## config.mk

```make
export PLATFORM = sky130hd
export DESIGN_NAME = dbus_arbiter_rr_flat
export DESIGN_NICKNAME = d
export VERILOG_FILES = /design/src/rtl/dbus_arbiter_rr_if.sv /design/src/rtl/dbus_arbiter_rr.sv /design/src/flat_wrapper.sv
export SDC_FILE = /design/constraint.sdc
export NUM_CORES = 1
export LEC_CHECK = 0
export ABC_AREA = 0
export ABC_CLOCK_PERIOD_IN_PS = 3780
export CORE_ASPECT_RATIO = 0.75
export CORE_MARGIN = 5
export CORE_UTILIZATION = 43
export CTS_CLUSTER_SIZE = 14
export DETAILED_ROUTE_END_ITERATION = 8
export PLACE_DENSITY = 0.92
export SETUP_SLACK_MARGIN = 0.15
export SLEW_MARGIN = 20
export SYNTH_ARGS = -nofsm -noshare
export SYNTH_HDL_FRONTEND = slang
export SYNTH_SLANG_ARGS = --single-unit
```

## constraint.sdc

```tcl
create_clock -name clk -period 3.78 [get_ports clk]
set_input_delay 1.134 -clock clk [delete_from_list [all_inputs] [get_ports clk]]
set_output_delay 1.134 -clock clk [all_outputs]
set_load 0.02 [all_outputs]
```

## src/rtl/dbus_arbiter_rr_if.sv

```systemverilog
// DBus bundle between the round-robin arbiter and its DTMs / Debug Module.
// slave: the arbiter's view; master: the DTMs and DM that surround it.

interface dbus_arbiter_rr_if #(
  parameter int unsigned NUM_PORTS     = 2,
  parameter int unsigned DBUS_REQ_BITS = 41,
  parameter int unsigned DBUS_RSP_BITS = 36
);
  logic [NUM_PORTS-1:0]               dtm_req_req;
  logic [NUM_PORTS-1:0]               dtm_req_ack;
  logic [NUM_PORTS*DBUS_REQ_BITS-1:0] dtm_req_bits;
  logic [NUM_PORTS-1:0]               dtm_rsp_req;
  logic [NUM_PORTS-1:0]               dtm_rsp_ack;
  logic [NUM_PORTS*DBUS_RSP_BITS-1:0] dtm_rsp_bits;
  logic                               dm_req_req;
  logic                               dm_req_ack;
  logic [DBUS_REQ_BITS-1:0]           dm_req_bits;
  logic                               dm_rsp_req;
  logic                               dm_rsp_ack;
  logic [DBUS_RSP_BITS-1:0]           dm_rsp_bits;

  modport slave (
    input  dtm_req_req, dtm_req_bits, dtm_rsp_ack, dm_req_ack, dm_rsp_req, dm_rsp_bits,
    output dtm_req_ack, dtm_rsp_req, dtm_rsp_bits, dm_req_req, dm_req_bits, dm_rsp_ack
  );

  modport master (
    output dtm_req_req, dtm_req_bits, dtm_rsp_ack, dm_req_ack, dm_rsp_req, dm_rsp_bits,
    input  dtm_req_ack, dtm_rsp_req, dtm_rsp_bits, dm_req_req, dm_req_bits, dm_rsp_ack
  );
endinterface

```

## src/rtl/dbus_arbiter_rr.sv

```systemverilog
// Round-robin arbiter multiplexing NUM_PORTS DTMs onto one Debug Module over four-phase
// req/ack DBus handshakes; every asynchronous handshake input is synchronized first.

module dbus_arbiter_rr #(
  parameter int unsigned  NUM_PORTS     = 2,
  parameter int unsigned  DBUS_REQ_BITS = 41,
  parameter int unsigned  DBUS_RSP_BITS = 36,
  parameter int unsigned  SYNC_STAGES   = 2,
  localparam int unsigned PORT_W        = $clog2(NUM_PORTS)
) (
  input  logic                clk,
  input  logic                rst,
  dbus_arbiter_rr_if.slave    bus,
  output logic [PORT_W-1:0]   grant_id,
  output logic                busy
);

  typedef enum logic [2:0] {
    StIdle, StReq, StReqRel, StRspWait, StRspDmRel, StRspFwd, StRspRel
  } state_e;

  state_e state_q, state_d;

  logic [SYNC_STAGES-1:0][NUM_PORTS-1:0] req_sync_q, rsp_ack_sync_q;
  logic [SYNC_STAGES-1:0]                dm_req_ack_sync_q, dm_rsp_req_sync_q;
  logic [NUM_PORTS-1:0]                  req_s, rsp_ack_s;
  logic                                  dm_req_ack_s, dm_rsp_req_s;

  logic [PORT_W-1:0]                     rr_ptr_q, rr_ptr_d;
  logic [PORT_W-1:0]                     grant_q, grant_d;
  logic [NUM_PORTS-1:0]                  req_ack_q, req_ack_d;
  logic [NUM_PORTS-1:0]                  rsp_req_q, rsp_req_d;
  logic [NUM_PORTS*DBUS_RSP_BITS-1:0]    rsp_bits_q, rsp_bits_d;
  logic                                  dm_req_req_q, dm_req_req_d;
  logic [DBUS_REQ_BITS-1:0]              dm_req_bits_q, dm_req_bits_d;
  logic                                  dm_rsp_ack_q, dm_rsp_ack_d;

  logic [NUM_PORTS-1:0]                  elig;
  logic                                  pick_vld;
  logic [PORT_W-1:0]                     pick;
  int unsigned                           cand;

  assign req_s        = req_sync_q[SYNC_STAGES-1];
  assign rsp_ack_s    = rsp_ack_sync_q[SYNC_STAGES-1];
  assign dm_req_ack_s = dm_req_ack_sync_q[SYNC_STAGES-1];
  assign dm_rsp_req_s = dm_rsp_req_sync_q[SYNC_STAGES-1];

  always_ff @(posedge clk) begin
    if (rst) begin
      req_sync_q        <= '0;
      rsp_ack_sync_q    <= '0;
      dm_req_ack_sync_q <= '0;
      dm_rsp_req_sync_q <= '0;
    end else begin
      req_sync_q        <= {req_sync_q[SYNC_STAGES-2:0], bus.dtm_req_req};
      rsp_ack_sync_q    <= {rsp_ack_sync_q[SYNC_STAGES-2:0], bus.dtm_rsp_ack};
      dm_req_ack_sync_q <= {dm_req_ack_sync_q[SYNC_STAGES-2:0], bus.dm_req_ack};
      dm_rsp_req_sync_q <= {dm_rsp_req_sync_q[SYNC_STAGES-2:0], bus.dm_rsp_req};
    end
  end

  // A port already acked is ineligible until it drops its request.
  always_comb begin
    elig     = req_s & ~req_ack_q;
    pick_vld = 1'b0;
    pick     = '0;
    cand     = 0;
    for (int unsigned i = 0; i < NUM_PORTS; i++) begin
      cand = 32'(rr_ptr_q) + i;
      if (cand >= NUM_PORTS) cand = cand - NUM_PORTS;
      if (!pick_vld && elig[PORT_W'(cand)]) begin
        pick_vld = 1'b1;
        pick     = PORT_W'(cand);
      end
    end
  end

  always_comb begin
    state_d       = state_q;
    rr_ptr_d      = rr_ptr_q;
    grant_d       = grant_q;
    rsp_req_d     = rsp_req_q;
    rsp_bits_d    = rsp_bits_q;
    dm_req_req_d  = dm_req_req_q;
    dm_req_bits_d = dm_req_bits_q;
    dm_rsp_ack_d  = dm_rsp_ack_q;
    // Acks drop as soon as the synchronized request does, independent of the FSM.
    req_ack_d     = req_ack_q & req_s;
    case (state_q)
      StIdle: begin
        if (pick_vld) begin
          grant_d         = pick;
          dm_req_bits_d   = bus.dtm_req_bits[32'(pick)*DBUS_REQ_BITS +: DBUS_REQ_BITS];
          req_ack_d[pick] = 1'b1;
          dm_req_req_d    = 1'b1;
          state_d         = StReq;
        end
      end
      StReq: begin
        if (dm_req_ack_s) begin
          dm_req_req_d = 1'b0;
          state_d      = StReqRel;
        end
      end
      StReqRel: begin
        if (!dm_req_ack_s) state_d = StRspWait;
      end
      StRspWait: begin
        if (dm_rsp_req_s) begin
          rsp_bits_d[32'(grant_q)*DBUS_RSP_BITS +: DBUS_RSP_BITS] = bus.dm_rsp_bits;
          dm_rsp_ack_d = 1'b1;
          state_d      = StRspDmRel;
        end
      end
      StRspDmRel: begin
        if (!dm_rsp_req_s) begin
          dm_rsp_ack_d       = 1'b0;
          rsp_req_d[grant_q] = 1'b1;
          state_d            = StRspFwd;
        end
      end
      StRspFwd: begin
        if (rsp_ack_s[grant_q]) begin
          rsp_req_d[grant_q] = 1'b0;
          state_d            = StRspRel;
        end
      end
      StRspRel: begin
        if (!rsp_ack_s[grant_q]) begin
          rr_ptr_d = (32'(grant_q) == NUM_PORTS - 1) ? '0 : grant_q + 1'b1;
          state_d  = StIdle;
        end
      end
      default: state_d = StIdle;
    endcase
  end

  always_ff @(posedge clk) begin
    if (rst) begin
      state_q       <= StIdle;
      rr_ptr_q      <= '0;
      grant_q       <= '0;
      req_ack_q     <= '0;
      rsp_req_q     <= '0;
      rsp_bits_q    <= '0;
      dm_req_req_q  <= 1'b0;
      dm_req_bits_q <= '0;
      dm_rsp_ack_q  <= 1'b0;
    end else begin
      state_q       <= state_d;
      rr_ptr_q      <= rr_ptr_d;
      grant_q       <= grant_d;
      req_ack_q     <= req_ack_d;
      rsp_req_q     <= rsp_req_d;
      rsp_bits_q    <= rsp_bits_d;
      dm_req_req_q  <= dm_req_req_d;
      dm_req_bits_q <= dm_req_bits_d;
      dm_rsp_ack_q  <= dm_rsp_ack_d;
    end
  end

  assign bus.dtm_req_ack  = req_ack_q;
  assign bus.dtm_rsp_req  = rsp_req_q;
  assign bus.dtm_rsp_bits = rsp_bits_q;
  assign bus.dm_req_req   = dm_req_req_q;
  assign bus.dm_req_bits  = dm_req_bits_q;
  assign bus.dm_rsp_ack   = dm_rsp_ack_q;
  assign grant_id         = grant_q;
  assign busy             = (state_q != StIdle);

endmodule

```

## src/flat_wrapper.sv

```systemverilog
// flat-port wrapper written by rule: the top's interface ports become plain ports
module dbus_arbiter_rr_flat 
#(
  parameter int unsigned  NUM_PORTS     = 2,
  parameter int unsigned  DBUS_REQ_BITS = 41,
  parameter int unsigned  DBUS_RSP_BITS = 36,
  parameter int unsigned  SYNC_STAGES   = 2,
  localparam int unsigned PORT_W        = $clog2(NUM_PORTS)
)
  (clk, rst, grant_id, busy, bus_dtm_req_req, bus_dtm_req_bits, bus_dtm_rsp_ack, bus_dm_req_ack, bus_dm_rsp_req, bus_dm_rsp_bits, bus_dtm_req_ack, bus_dtm_rsp_req, bus_dtm_rsp_bits, bus_dm_req_req, bus_dm_req_bits, bus_dm_rsp_ack);
  dbus_arbiter_rr_if #(.NUM_PORTS(NUM_PORTS), .DBUS_REQ_BITS(DBUS_REQ_BITS), .DBUS_RSP_BITS(DBUS_RSP_BITS)) bus_i ();
  input  logic clk;
  input  logic rst;
  output logic [PORT_W-1:0] grant_id;
  output logic busy;
  input wire logic [$bits(bus_i.dtm_req_req)-1:0] bus_dtm_req_req;
  input wire logic [$bits(bus_i.dtm_req_bits)-1:0] bus_dtm_req_bits;
  input wire logic [$bits(bus_i.dtm_rsp_ack)-1:0] bus_dtm_rsp_ack;
  input wire logic [$bits(bus_i.dm_req_ack)-1:0] bus_dm_req_ack;
  input wire logic [$bits(bus_i.dm_rsp_req)-1:0] bus_dm_rsp_req;
  input wire logic [$bits(bus_i.dm_rsp_bits)-1:0] bus_dm_rsp_bits;
  output wire logic [$bits(bus_i.dtm_req_ack)-1:0] bus_dtm_req_ack;
  output wire logic [$bits(bus_i.dtm_rsp_req)-1:0] bus_dtm_rsp_req;
  output wire logic [$bits(bus_i.dtm_rsp_bits)-1:0] bus_dtm_rsp_bits;
  output wire logic [$bits(bus_i.dm_req_req)-1:0] bus_dm_req_req;
  output wire logic [$bits(bus_i.dm_req_bits)-1:0] bus_dm_req_bits;
  output wire logic [$bits(bus_i.dm_rsp_ack)-1:0] bus_dm_rsp_ack;
  assign bus_i.dtm_req_req = bus_dtm_req_req;
  assign bus_i.dtm_req_bits = bus_dtm_req_bits;
  assign bus_i.dtm_rsp_ack = bus_dtm_rsp_ack;
  assign bus_i.dm_req_ack = bus_dm_req_ack;
  assign bus_i.dm_rsp_req = bus_dm_rsp_req;
  assign bus_i.dm_rsp_bits = bus_dm_rsp_bits;
  assign bus_dtm_req_ack = bus_i.dtm_req_ack;
  assign bus_dtm_rsp_req = bus_i.dtm_rsp_req;
  assign bus_dtm_rsp_bits = bus_i.dtm_rsp_bits;
  assign bus_dm_req_req = bus_i.dm_req_req;
  assign bus_dm_req_bits = bus_i.dm_req_bits;
  assign bus_dm_rsp_ack = bus_i.dm_rsp_ack;
  dbus_arbiter_rr #(.NUM_PORTS(NUM_PORTS), .DBUS_REQ_BITS(DBUS_REQ_BITS), .DBUS_RSP_BITS(DBUS_RSP_BITS), .SYNC_STAGES(SYNC_STAGES)) u_core (.clk(clk), .rst(rst), .bus(bus_i), .grant_id(grant_id), .busy(busy));
endmodule
```

=== Word level (Yosys, flattened, before mapping) ===
Index checks and enable logic that the tools add are counted.

* Bits in registers: 136
* Bits of input ports: 126
* Logic and storage cells: 107
* Output and inout bits: 121

* Magnitude comparators: 8
* Multiplexer cells: 37
* Reductions and logical operators: 16
* Bitwise operators: 8
* Add/sub/neg operators: 5
* Shift-type cells: 3
* Eq/ne operators: 13
* $mul: 2

{| class="wikitable"
|+ Operator list
! operator !! count
|-
| $shiftx 82x8->41 || 1
|-
| $bwmux 72 || 1
|-
| $shift 36x34->72 const A || 1
|-
| $shiftx 36x34->72 || 1
|-
| $neg 7->34 || 1
|-
| $mux 3 || 7
|-
| $pmux 3 s7 || 1
|-
| $mux 1 || 19
|-
| $eq 3x3->1 const B || 3
|-
| $reduce_and 3->1 || 3
|-
| $lt 1x2->1 const B || 4
|-
| $mux 2 || 4
|-
| $ne 2x1->1 const B || 4
|-
| $mul 1x6->7 const B || 1
|-
| $reduce_and 7->1 || 1
|-
| $and 2x2->2 || 3
|-
| $eq 3x2->1 const B || 2
|-
| $ne 2x2->1 const B || 3
|-
| $reduce_and 2->1 || 3
|-
| $reduce_bool 2->1 || 3
|-
| $mul 1x4->5 const B || 1
|-
| $not 2->2 || 2
|-
| $or 2x2->2 || 2
|-
| $pmux 1 s2 || 2
|-
| 14 further kinds || 19
|}

=== Longest topological paths before layout ===
* Depth after elaboration: 15
* Mapped depth: 6
* Gate-level depth less buffers: 4

=== Worst setup path after synthesis ===
OpenSTA, ideal clock, no wires.

* Kind: in2reg
* Start: in rst
* End: reg u_core.dm_req_bits_q[10] (netlist: u_core.bus.dm_req_bits[10])
* Setup time: 128 ps
* Stages on the path: 4
* Path buffers: 3
* Required time: 3,652 ps
* Arrival time: 2,014 ps
* Setup slack: 1,638 ps
* Path through: clkbuf_1 > clkbuf_1 > clkbuf_1 > nor2_1

{| class="wikitable"
|+ RTL lines
! what !! RTL line !! text
|-
| from (decl) || flat_wrapper.sv:13 || <nowiki>input logic rst;</nowiki>
|-
| to (signal assigned) || dbus_arbiter_rr.sv:157 || <nowiki>dm_req_bits_q <= dm_req_bits_d;</nowiki>
|-
| to (decl) || dbus_arbiter_rr.sv:35 || <nowiki>logic [DBUS_REQ_BITS-1:0] dm_req_bits_q, dm_req_bits_d;</nowiki>
|}

No word-level cell between the ends.

=== Worst setup path after layout ===
* Start: reg u_core.state_q[0]
* End: out busy

* Word-level cells in the longest chain between the ends: 1

{| class="wikitable"
|+ Ends and longest elaborated chain
! what !! RTL line !! text
|-
| from (decl) || dbus_arbiter_rr.sv:22 || <nowiki>state_e state_q, state_d;</nowiki>
|-
| from (signal assigned) || dbus_arbiter_rr.sv:140 || <nowiki>state_q <= StIdle;</nowiki>
|-
| from (signal assigned) || dbus_arbiter_rr.sv:150 || <nowiki>state_q <= state_d;</nowiki>
|-
| $reduce_bool 3->1 || dbus_arbiter_rr.sv:169 || <nowiki>assign busy = (state_q != StIdle);</nowiki>
|-
| to (decl) || flat_wrapper.sv:15 || <nowiki>output logic busy;</nowiki>
|}

No other way between the ends.

==> reports/metrics.csv <==
stage,metric,value,unit
outcome,status,"complete, but fails checks",
outcome,failing checks,DRC,
clock_network,worst skew pair latency,400,ps
clock_network,clk slew on worst S/H paths,50,ps
sta,Final Slew Violations,0,
power_and_ir_drop,Leakage,2.789,nW
worst_setup_path,Worst setup EP type,output pin,
cells_and_area,fillers,791,
synthesis,"EDFF count, synth",0,
synthesis,Post-Synthesis Cells,552,
power_and_ir_drop,Power Density,488.5,nW/um^2
sta,WHS,435.5,ps
worst_setup_path,crit path max fanout,15,
route,1st-iter DRT viols,601,
clock_network,Clock Sinks,136,
place,HPWL Detailed,11570,um
route,# DRC,4,
floorplan,Die ar.,13570,um^2
synthesis,#FFs+latches synth,136,
synthesis,Synthesized Nets,678,
clock_network,H-tree levels,4,
synthesis,Synth Flop Type,dfxtp_1,
route,DRT Wirelength,16510,um
worst_setup_path,reg2reg path depth,5,
synthesis,cell taking the most area after synthesis,dfxtp_1,
cells_and_area,max reg flops,72,
place,Port Buffer Count,246,
synthesis,"Avg Cell Area, Syn",8.817,um^2
sta,final hold violations,0,
sta,relative slew slack,43.95,%
sta,Max Freq,0.3319,GHz
hold_path,WHS Path Cells,1,
synthesis,asr flop ratio synth,0,%
synthesis,count of cell types in the netlist,33,
clock_network,Post-CTS Setup Inserts,0,
clock_network,hold_buf cts,0,
synthesis,"top cells by area, synth","dfxtp_1 56%, nand2_1 11%, a21oi_1 8.5%",
sta,Fin Setup TNS,0,ps
sta,unrepaired setup endpoints after global routing,no,
place,Final GP Congestion,0.8895,
worst_setup_path,Reg2Reg Setup Slack,1590,ps
clock_network,CTS tree,built,
floorplan,die width,132.9,um
worst_setup_path,arrival time at the worst endpoint,1880,ps
synthesis,post-synthesis sequential area ratio,55.94,%
route,DR WL/cell,17.68,um
cells_and_area,area grow syn2layout,64.14,%
clock_network,root buffer cell,clkbuf_16,
floorplan,Cell Rows,33,
floorplan,Initial Util,44.32,%
synthesis,Synth top area share,55.94,%
route,DRT Pass-1 Iters,9,
clock_network,Max Root-Sink Buffers,2,
synthesis,synthesized area,4867,um^2
cells_and_area,antenna cell count,0,
power_and_ir_drop,Worst VDD drop,0.0003564,V
clock_network,post-cts resize count,0,
worst_setup_path,WS Path Type,register to output pin,
sta,Period minus WS final,3013,ps
sta,Clock Skews,9.618,ps
route,number of routed nets with antenna violations,0,
worst_setup_path,CP required,2650,ps
global_route,vias in the first global route,5111,
floorplan,core area,10980,um^2
global_route,initial antenna violation count,0,
synthesis,Yosys warning count,0,
floorplan,die height,102.1,um
clock_network,total CTS buffers,17,
sta,Tcrit/Tclk final,79.71,%
worst_setup_path,CP Launch Type,register,
global_route,largest net degree at the start of global routing,84,
global_route,grt total ovfl,0,
route,vias,5115,
route,DR vias/cell,5.476,
sta,Worst Tran Pin Value,840.7,ps
global_route,first-pass GRT wire length,25720,um
floorplan,IO Pins,247,
cells_and_area,layout cells sized above 1,5.668,%
cells_and_area,Layout Nets,907,
global_route,Total Routing Usage GR,23.65,%
sta,# setup viols final,0,
run,MaxCap Viol Count,0,
hold_path,Hold Crit Class,register to register,
[final timing paths]
kind,startpoint,to
worst min register to register,u_core.dm_rsp_req_sync_q[0],u_core.dm_rsp_req_sync_q[1]
worst min-delay path,u_core.dm_rsp_req_sync_q[0],u_core.dm_rsp_req_sync_q[1]
worst max-delay path,u_core.state_q[0],busy
worst max register to register,u_core.state_q[0],u_core.bus.dm_req_bits[4]
[synth_stat cells (2+ instances only)]
master    count
a21oi_1      83
clkbuf_1     26
nor2b_1      15
a222oi_1     41
buf_2        12
nor3_1        2
inv_1         3
nand3_1       2
nand2_1     147
buf_6         4
nor2_2        2
dfxtp_1     136
o21ai_0       7
or2b_1        2
a211oi_1      4
nor2_1       49
[final cells by class]
type | instances | area (um^2) | share of cell area, %
inverters | 3 | 11.26 | 0.1410
repair buffers | 253 | 2525 | 31.61
flip-flops and latches | 136 | 2723 | 34.08
clock buffers | 21 | 460.4 | 5.764
multi-input cells | 370 | 1923 | 24.07
well taps | 140 | 175.2 | 2.193
clock inverters | 11 | 171.4 | 2.146
[worst max-delay path: stages (launching register included)]
cell	delay [ps]
dfxtp_1	440
or3_4	460
clkdlybuf4s50_1	570
[metrics by stage]
stage,instance area (um^2),total power [W],utilization (%),cells,worst slack (ps)
after CTS,7989,0.003930,72.74,934,771.5
after global routing,7989,0.004048,72.74,934,715.7
final,7989,0.003903,72.74,934,766.8
after global placement,7357,0.002155,66.99,902,1260
after floorplan,4867,0.001887,-,552,1638
after detailed placement,7357,0.002184,66.99,902,1226
[layout by cell type (no fill, tap or decap), drive strengths merged]
| cell type | instances |
|---|---|
| a222oi | 41 |
| a21boi | 1 |
| nand4b | 1 |
| clkdlybuf4s50 | 245 |
| nor2 | 51 |
| buf | 8 |
| inv | 3 |
| nand2 | 147 |
| a311oi | 1 |
| and3 | 1 |
| or2b | 2 |
| o21ai | 7 |
| clkinv | 5 |
| a21o | 1 |
| or2 | 1 |
| a2111oi | 1 |
| or3 | 1 |
| nor3b | 1 |
| nor4 | 1 |
| nor2b | 15 |
| clkinvlp | 2 |
| nor3 | 2 |
| nand3b | 1 |
| dfxtp | 136 |
| nand3 | 2 |
| clkbuf | 21 |
| mux2i | 1 |
| bufinv | 4 |
| and3b | 1 |
| a21oi | 83 |
| o2111a | 1 |
| mux2 | 1 |
| a211oi | 5 |
[report_power, final]
part,internal [W],total [W],switching (W)
sequential,0.00150,0.00156,0.0000609
combinational,0.000316,0.000608,0.000291
clock,0.00114,0.00173,0.000593
total,0.00296,0.00390,0.000945
[per-layer routing]
layer / share of wire [%] / up-vias / track usage (%)
met2: 51 / 286 / 41.73
met4: 2.9 / 0 / 9.904
met3: 9.1 / 44 / 8.711
li1: - / 2393 / -
met5: 0 / - / 0
met1: 37 / 2392 / 26.10
[cell families after synthesis]
family,count (synthesis),share of synthesized area [%]
AO/OA/AOI/OAI,141,19.77
buffers and inverters,46,4.550
flip-flops,136,55.94
multiplexers,2,0.4370
AND/OR/NAND/NOR,227,19.31
No activity file was read; power rests on OpenSTA's default activity.
